[config.mk]
export PLATFORM = sky130hd
export DESIGN_NAME = resq_multi_dispatch_flat
export DESIGN_NICKNAME = d
export VERILOG_FILES = /design/src/rtl/resq_pkg.sv /design/src/rtl/resq_multi_dispatch_if.sv /design/src/rtl/resq_ch_fifo.sv /design/src/rtl/resq_multi_dispatch.sv /design/src/flat_wrapper.sv
export SDC_FILE = /design/constraint.sdc
export NUM_CORES = 1
export LEC_CHECK = 0
export BUFFER_PORTS_ARGS = -buffer_cell sky130_fd_sc_hd__buf_2
export CAP_MARGIN = 20
export CORE_UTILIZATION = 55
export DETAILED_ROUTE_END_ITERATION = 10
export GPL_ROUTABILITY_DRIVEN = 0
export PLACE_DENSITY = 0.85
export SYNTH_ARGS = -nofsm -noshare
export SYNTH_HDL_FRONTEND = slang
export SYNTH_SLANG_ARGS = --single-unit
export TNS_END_PERCENT = 30
[constraint.sdc]
create_clock -name clk -period 4.9 [get_ports clk]
set_input_delay 0.245 -clock clk [delete_from_list [all_inputs] [get_ports clk]]
set_output_delay 0.245 -clock clk [all_outputs]
set_load 0.01 [all_outputs]
[src/rtl/resq_pkg.sv]
// resq_pkg: shared zone/priority widths, stored-entry type and channel constants for the relief dispatcher.
package resq_pkg;
  localparam int ZONE_W = 8;
  localparam int PRIO_W = 2;
  localparam int EMERG_CH = 0;
  localparam int MAX_CH = 8;
  typedef struct packed {
    logic              live;
    logic [ZONE_W-1:0] zone;
    logic [PRIO_W-1:0] prio;
  } resq_entry_t;
  typedef logic [$clog2(MAX_CH)-1:0] ch_idx_t;
endpackage

[src/rtl/resq_multi_dispatch_if.sv]
// resq_multi_dispatch_if: insert, cancel and serve signals between operator decode and the dispatcher.
interface resq_multi_dispatch_if #(parameter int NUM_CH = 4);
  import resq_pkg::*;
  localparam int CH_W = $clog2(NUM_CH);
  logic              ins_valid;
  logic [CH_W-1:0]   ins_ch;
  logic [ZONE_W-1:0] ins_zone;
  logic [PRIO_W-1:0] ins_prio;
  logic              ins_ready;
  logic              cancel_en;
  logic [ZONE_W-1:0] cancel_zone;
  logic              srv_req;
  logic              srv_valid;
  logic              srv_none;
  logic [CH_W-1:0]   srv_ch;
  logic [ZONE_W-1:0] srv_zone;
  logic [PRIO_W-1:0] srv_prio;
  logic              srv_boost;
  logic [NUM_CH-1:0] ch_full;
  logic [NUM_CH-1:0] ch_empty;
  modport master (
    output ins_valid, ins_ch, ins_zone, ins_prio, cancel_en, cancel_zone, srv_req,
    input  ins_ready, srv_valid, srv_none, srv_ch, srv_zone, srv_prio, srv_boost, ch_full, ch_empty
  );
  modport slave (
    input  ins_valid, ins_ch, ins_zone, ins_prio, cancel_en, cancel_zone, srv_req,
    output ins_ready, srv_valid, srv_none, srv_ch, srv_zone, srv_prio, srv_boost, ch_full, ch_empty
  );
endinterface

[src/rtl/resq_ch_fifo.sv]
// resq_ch_fifo: one channel FIFO with zone cancel and dead-head skip; head aging/boost when RESQ_AGING_EN is defined.
module resq_ch_fifo
  import resq_pkg::*;
#(
  parameter int DEPTH = 8,
  parameter bit EMERG = 1'b0
`ifdef RESQ_AGING_EN
  , parameter int AGE_W = 8
  , parameter int AGE_THRESH = 20
`endif
) (
  input  logic              clk,
  input  logic              rst_n,
  input  logic              push_i,
  input  logic [ZONE_W-1:0] zone_i,
  input  logic [PRIO_W-1:0] prio_i,
  input  logic              serve_i,
  input  logic              cancel_en_i,
  input  logic [ZONE_W-1:0] cancel_zone_i,
  output resq_entry_t       head_o,
  output logic              boost_o,
  output logic              full_o,
  output logic              empty_o
);
  localparam int PTR_W = $clog2(DEPTH);
  resq_entry_t      mem_q [DEPTH];
  logic [PTR_W-1:0] rd_q, wr_q;
  logic [PTR_W:0]   cnt_q, cnt_d;
  logic             pop;
  assign head_o  = mem_q[rd_q];
  assign empty_o = cnt_q == '0;
  assign full_o  = cnt_q == (PTR_W+1)'(DEPTH);
  // serve only targets a live head, so it never coincides with a dead-head pop
  assign pop   = serve_i || (!empty_o && !head_o.live);
  assign cnt_d = cnt_q + (PTR_W+1)'(push_i) - (PTR_W+1)'(pop);
  always_ff @(posedge clk or negedge rst_n)
    if (!rst_n) begin
      rd_q  <= '0;
      wr_q  <= '0;
      cnt_q <= '0;
      for (int i = 0; i < DEPTH; i++) mem_q[i] <= '0;
    end else begin
      rd_q  <= rd_q + PTR_W'(pop);
      wr_q  <= wr_q + PTR_W'(push_i);
      cnt_q <= cnt_d;
      for (int i = 0; i < DEPTH; i++)
        if (!EMERG && cancel_en_i && mem_q[i].zone == cancel_zone_i) mem_q[i].live <= 1'b0;
      if (push_i) mem_q[wr_q] <= '{live: 1'b1, zone: zone_i, prio: prio_i};
    end
`ifdef RESQ_AGING_EN
  logic [AGE_W-1:0] age_q, age_d;
  assign age_d   = (pop || empty_o) ? '0 : (head_o.live && age_q != '1) ? age_q + AGE_W'(1) : age_q;
  assign boost_o = !EMERG && age_q >= AGE_W'(AGE_THRESH);
  always_ff @(posedge clk or negedge rst_n)
    if (!rst_n) age_q <= '0;
    else age_q <= age_d;
`else
  assign boost_o = 1'b0;
`endif
endmodule

[src/rtl/resq_multi_dispatch.sv]
// resq_multi_dispatch: N-channel relief dispatcher; ch0 preempts, others ranked by age boost then priority then index.
// Head aging and srv_boost are active only when RESQ_AGING_EN is defined.
module resq_multi_dispatch
  import resq_pkg::*;
#(
  parameter int NUM_CH = 4,
  parameter int DEPTH  = 8
`ifdef RESQ_AGING_EN
  , parameter int AGE_W = 8
  , parameter int AGE_THRESH = 20
`endif
) (
  input logic                  clk,
  input logic                  rst_n,
  resq_multi_dispatch_if.slave bus
);
  localparam int CH_W = $clog2(NUM_CH);
  resq_entry_t       head [NUM_CH];
  logic [NUM_CH-1:0] elig, boost, push, serve;
  logic [CH_W-1:0]   sel;
  logic [PRIO_W:0]   best;
  logic              found, any, hit;
  logic              srv_valid_q, srv_none_q, srv_boost_q;
  logic [CH_W-1:0]   srv_ch_q;
  logic [ZONE_W-1:0] srv_zone_q;
  logic [PRIO_W-1:0] srv_prio_q;
  assign bus.ins_ready = !bus.ch_full[bus.ins_ch];
  for (genvar c = 0; c < NUM_CH; c++) begin : g_ch
    assign push[c]  = bus.ins_valid && bus.ins_ready && bus.ins_ch == CH_W'(c);
    assign serve[c] = hit && sel == CH_W'(c);
    assign elig[c]  = head[c].live && !bus.ch_empty[c];
    resq_ch_fifo #(
      .DEPTH(DEPTH),
      .EMERG(c == EMERG_CH)
`ifdef RESQ_AGING_EN
      , .AGE_W(AGE_W)
      , .AGE_THRESH(AGE_THRESH)
`endif
    ) u_fifo (
      .clk(clk),
      .rst_n(rst_n),
      .push_i(push[c]),
      .zone_i(bus.ins_zone),
      .prio_i(bus.ins_prio),
      .serve_i(serve[c]),
      .cancel_en_i(bus.cancel_en),
      .cancel_zone_i(bus.cancel_zone),
      .head_o(head[c]),
      .boost_o(boost[c]),
      .full_o(bus.ch_full[c]),
      .empty_o(bus.ch_empty[c])
    );
  end
  // strict > keeps the lowest index on a {boost, prio} tie
  always_comb begin
    sel   = CH_W'(EMERG_CH);
    best  = '0;
    found = 1'b0;
    for (int i = 1; i < NUM_CH; i++)
      if (elig[i] && (!found || {boost[i], head[i].prio} > best)) begin
        sel   = CH_W'(i);
        best  = {boost[i], head[i].prio};
        found = 1'b1;
      end
    if (elig[EMERG_CH]) sel = CH_W'(EMERG_CH);
  end
  assign any = elig[EMERG_CH] || found;
  assign hit = bus.srv_req && any;
  always_ff @(posedge clk or negedge rst_n)
    if (!rst_n) begin
      srv_valid_q <= 1'b0;
      srv_none_q  <= 1'b0;
      srv_boost_q <= 1'b0;
      srv_ch_q    <= '0;
      srv_zone_q  <= '0;
      srv_prio_q  <= '0;
    end else begin
      srv_valid_q <= hit;
      srv_none_q  <= bus.srv_req && !any;
      srv_boost_q <= hit && boost[sel];
      srv_ch_q    <= hit ? sel : '0;
      srv_zone_q  <= hit ? head[sel].zone : '0;
      srv_prio_q  <= hit ? head[sel].prio : '0;
    end
  assign bus.srv_valid = srv_valid_q;
  assign bus.srv_none  = srv_none_q;
  assign bus.srv_boost = srv_boost_q;
  assign bus.srv_ch    = srv_ch_q;
  assign bus.srv_zone  = srv_zone_q;
  assign bus.srv_prio  = srv_prio_q;
endmodule

[src/flat_wrapper.sv]
// flat-port wrapper written by rule: the top's interface ports become plain ports
module resq_multi_dispatch_flat import resq_pkg::*;
#(
  parameter int NUM_CH = 4,
  parameter int DEPTH  = 8

)
  (clk, rst_n, bus_ins_valid, bus_ins_ch, bus_ins_zone, bus_ins_prio, bus_cancel_en, bus_cancel_zone, bus_srv_req, bus_ins_ready, bus_srv_valid, bus_srv_none, bus_srv_ch, bus_srv_zone, bus_srv_prio, bus_srv_boost, bus_ch_full, bus_ch_empty);
  resq_multi_dispatch_if #(.NUM_CH(NUM_CH)) bus_i ();
  input logic clk;
  input logic rst_n;
  input wire logic [$bits(bus_i.ins_valid)-1:0] bus_ins_valid;
  input wire logic [$bits(bus_i.ins_ch)-1:0] bus_ins_ch;
  input wire logic [$bits(bus_i.ins_zone)-1:0] bus_ins_zone;
  input wire logic [$bits(bus_i.ins_prio)-1:0] bus_ins_prio;
  input wire logic [$bits(bus_i.cancel_en)-1:0] bus_cancel_en;
  input wire logic [$bits(bus_i.cancel_zone)-1:0] bus_cancel_zone;
  input wire logic [$bits(bus_i.srv_req)-1:0] bus_srv_req;
  output wire logic [$bits(bus_i.ins_ready)-1:0] bus_ins_ready;
  output wire logic [$bits(bus_i.srv_valid)-1:0] bus_srv_valid;
  output wire logic [$bits(bus_i.srv_none)-1:0] bus_srv_none;
  output wire logic [$bits(bus_i.srv_ch)-1:0] bus_srv_ch;
  output wire logic [$bits(bus_i.srv_zone)-1:0] bus_srv_zone;
  output wire logic [$bits(bus_i.srv_prio)-1:0] bus_srv_prio;
  output wire logic [$bits(bus_i.srv_boost)-1:0] bus_srv_boost;
  output wire logic [$bits(bus_i.ch_full)-1:0] bus_ch_full;
  output wire logic [$bits(bus_i.ch_empty)-1:0] bus_ch_empty;
  assign bus_i.ins_valid = bus_ins_valid;
  assign bus_i.ins_ch = bus_ins_ch;
  assign bus_i.ins_zone = bus_ins_zone;
  assign bus_i.ins_prio = bus_ins_prio;
  assign bus_i.cancel_en = bus_cancel_en;
  assign bus_i.cancel_zone = bus_cancel_zone;
  assign bus_i.srv_req = bus_srv_req;
  assign bus_ins_ready = bus_i.ins_ready;
  assign bus_srv_valid = bus_i.srv_valid;
  assign bus_srv_none = bus_i.srv_none;
  assign bus_srv_ch = bus_i.srv_ch;
  assign bus_srv_zone = bus_i.srv_zone;
  assign bus_srv_prio = bus_i.srv_prio;
  assign bus_srv_boost = bus_i.srv_boost;
  assign bus_ch_full = bus_i.ch_full;
  assign bus_ch_empty = bus_i.ch_empty;
  resq_multi_dispatch #(.NUM_CH(NUM_CH), .DEPTH(DEPTH)) u_core (.clk(clk), .rst_n(rst_n), .bus(bus_i));
endmodule
==> metrics.md <==
| Metric | Value |
|---|---|
| Core Rows | `71` |
| Latest clock arrival within the worst-skew pair | `0.58 ns` |
| Cells after Synth | `1555` |
| Setup Viol. Count Final | `9` |
| Measured slew at the worst slew-check pin | `1.054 ns` |
| Drt wl/cell | `23.95 um` |
| Post-layout util | `62.69%` |
| Num CTS Buffers | `42` |
| H-tree depth | `2` |
| Diodes inserted | `0` |
| Fin crit share | `104.6%` |
| Seq cells post-synth | `406` |
| Setup ws final | `-0.2252 ns` |
| Number of synthesized flops with an enable pin | `0` |
| Power Dens Cells | `749.9 nW/um^2` |
| Comb power frac | `46.1%` |
| Synth unique cells | `56` |
| Max Cap Viol | `0` |
| Pwr Total | `0.01771 W` |
| Die H | `197.6 um` |
| Post-synth ARST share | `100.0%` |
| Synth warnings | `0` |
| Minimum clock period | `5.125 ns` |
| Die area | `39060 um^2` |
| Vias in the first global route | `13.96k` |
| Internal power | `0.01119 W` |
| Status | `finished, violations left` |
| Critical Path End Type | `register` |
| Area Growth Syn to Fin | `12.15%` |
| Post-Syn Area | `21050 um^2` |
| Failing checks | `setup timing` |
| Core ar. | `37670 um^2` |
| DR pass1 iterations | `6` |
| Largest cells by area after synthesis | `dfrtp_1 (48%), mux2_2 (19%), mux4_2 (8.8%)` |
| Switching power as a share of total power | `36.79%` |
| Layout cell share with drive strength beyond 1 | `41.05%` |
| Slew Limit Fails | `0` |
| Clk sinks | `406` |
| Initial antenna violation count | `1` |
| Part of the power in registers | `34.4%` |
| First-pass GRT wire length | `80640 um` |
| Peak supply drop | `0.0006190 V` |
| Worst Hold Slack | `0.2543 ns` |
| DR vias/cell | `6.220` |
| Starting Density | `55.89%` |
| I/O pin count | `49` |
| CTS tree | `built` |
| Reg clk slew, reported paths | `0.07 ns` |
| Clock power frac | `19.5%` |
| Startpoint Class | `register` |
| Routed WL | `51040 um` |
| Final antenna-violating net count | `0` |
| Sequential share of the synthesized area | `48.26%` |
| Worst slew margin | `29.47%` |
| PortBufs | `47` |
| Die W | `197.6 um` |
| Yosys top cell area share | `48.26%` |
| Setup CP Type | `reg -> reg` |
| Detail Placement HPWL | `33000 um` |
| Maximum root-to-sink buffer count | `3` |
| Nets | `1660` |
| Leading area contributor after synthesis | `dfrtp_1` |
| Clock skew | `0.03188 ns` |
| Fmax | `0.1951 GHz` |
| Top cells by count, synth | `dfrtp_1 (406), mux2_2 (348), xor2_1 (181)` |
| CP required | `5.37 ns` |
| Worst hold-check path type | `in -> reg` |
| DR iter-0 viols | `1135` |
| Mapped Nets | `1628` |
| Via count | `13.26k` |
| Crit path DAT | `5.59 ns` |
| Final hold viol count | `0` |
| DRC Markers | `0` |
| Pin count of the biggest net entering global routing | `149` |
| Top_reg_cell synth | `dfrtp_1` |
| Unrepaired setup endpoints after global routing | `yes` |
| Tot GR Track Use | `26.97%` |
| Grt ovf | `0` |
| Syn Area/Cell | `13.54 um^2` |
| Crit Path Max Fanout | `8` |
| P_sw | `0.006514 W` |
| Root buffer cell | `clkbuf_16` |
| Count leader, synth | `dfrtp_1` |
| LEAKAGE | `10.94 nW` |
[registers in the layout, summed over array words and instances (netlist names)]
name / cells
u_core.bus.srv_ch: 2
u_core.bus.srv_none: 1
u_core.bus.srv_prio: 2
u_core.bus.srv_valid: 1
u_core.bus.srv_zone: 8
u_core.g_ch.u_fifo.cnt_q: 16
u_core.g_ch.u_fifo.mem_q: 352
u_core.g_ch.u_fifo.rd_q: 12
u_core.g_ch.u_fifo.wr_q: 12
[repair_timing]
item / in CTS / in global routing
hold buffers: 2 / 0
hold endpoints to repair: 95 / 0
pin swaps: 15 / 22
gates resized for setup: 15 / 19
buffers inserted: 6 / 8
setup endpoints to repair: 9 / 10
[worst max-delay path, cell delays in order (launching register included)]
cell,delay [ns]
dfrtp_2,0.49
mux2_4,0.25
o22ai_4,0.07
or4_4,0.53
inv_4,0.09
nand2_4,0.06
ha_4,0.28
nand2b_4,0.05
a221o_1,0.35
nor3_4,0.21
nor2_2,0.08
a21oi_2,0.13
ha_1,0.28
nor2b_4,0.14
o21ai_2,0.16
nor4b_4,0.22
o22a_2,0.26
inv_1,0.11
o22ai_4,0.12
ha_2,0.29
inv_1,0.06
ha_2,0.18
inv_2,0.04
fa_2,0.52
inv_2,0.03
[per-stage QoR]
| step | area, um^2 | instances | setup TNS (ns) | setup slack (ns) |
|---|---|---|---|---|
| 2_1_floorplan | 21150 | 1555 | -0.2257 | -0.08575 |
| 3_3_place_gp | 21850 | 2039 | 0 | 0.05717 |
| 3_5_place_dp | 21850 | 2039 | -1.123 | -0.2473 |
| 4_1_cts | 23470 | 2123 | -0.1964 | -0.1155 |
| 5_1_grt | 23610 | 2131 | -2.148 | -0.3029 |
| 6_report | 23610 | 2131 | -1.293 | -0.2252 |
[cells in the final DEF, fill, tap and decap left out, types with 9 or more instances in the layout]
| master | n |
|---|---|
| nand3_1 | 20 |
| mux2i_1 | 32 |
| dfrtp_1 | 404 |
| o41ai_1 | 15 |
| buf_2 | 46 |
| nor3_1 | 17 |
| nand2_1 | 30 |
| clkbuf_1 | 10 |
| nor2_1 | 21 |
| ha_1 | 37 |
| a21oi_1 | 9 |
| xor2_1 | 181 |
| inv_1 | 32 |
| o22ai_1 | 11 |
| mux2_2 | 345 |
| xnor2_1 | 27 |
| clkbuf_16 | 42 |
| a21o_1 | 13 |
| nor4_1 | 24 |
| nor3b_1 | 11 |
| nand4_1 | 9 |
| mux4_2 | 82 |
| buf_4 | 64 |
| nand2b_1 | 11 |
[final timing paths]
kind | cells after the start | startpoint | slack (ns) | end
max in group asynchronous | 3 | rst_n | 3.21 | u_core.g_ch[2].u_fifo.rd_q[0]
worst min-delay path | 3 | bus_ins_ch[0] | 0.25 | u_core.g_ch[2].u_fifo.cnt_q[0]
min in group asynchronous | 2 | rst_n | 0.32 | u_core.g_ch[1].u_fifo.mem_q[17]
worst max register to register | 24 | u_core.g_ch[1].u_fifo.rd_q[0] | -0.23 | u_core.g_ch[2].u_fifo.cnt_q[1]
worst min register to register | 1 | u_core.g_ch[0].u_fifo.mem_q[65] | 0.46 | u_core.g_ch[0].u_fifo.mem_q[65]
worst max-delay path | 24 | u_core.g_ch[1].u_fifo.rd_q[0] | -0.23 | u_core.g_ch[2].u_fifo.cnt_q[1]
[layer usage]
layer	up-vias	wire length (um)	global-route usage [%]	share of wire, %
met4	2	1482	9.073	2.9
met2	535	25100	44.35	49
met1	6990	21020	36.48	41
met3	114	3421	4.473	6.7
met5	-	10	0	0.020
li1	5614	-	-	-
[power groups by stage]
stage          logic, W  clock network (W)  registers, W
6_report        0.00817            0.00345       0.00609
3_5_place_dp    0.00734                  0       0.00608
2_1_floorplan   0.00575                  0       0.00560
5_1_grt         0.00868            0.00362       0.00626
4_1_cts         0.00768            0.00349       0.00605
3_3_place_gp    0.00705                  0       0.00598
[area by class of cell]
class / count / area, um^2
fillers: 2692 / 14050
multi-input cells: 983 / 10380
flip-flops and latches: 406 / 10160
clock buffers: 59 / 1185
repair buffers: 116 / 788.3
well taps: 511 / 639.4
clock inverters: 18 / 316.6
inverters: 38 / 145.1
[cell families (layout without fill, tap and decap cells)]
logic type / count (synthesis) / in the layout / share of synthesized area [%]
simple gates: 186 / 186 / 4.951
flops: 406 / 406 / 48.26
mux: 466 / 466 / 29.13
other cells: 1 / 1 / 0.01781
fa+ha+maj: 48 / 48 / 2.995
compound gates: 74 / 74 / 2.585
xor+xnor: 208 / 208 / 8.653
buf+inv: 166 / 231 / 3.405
Power figures use the tool's default switching activity.
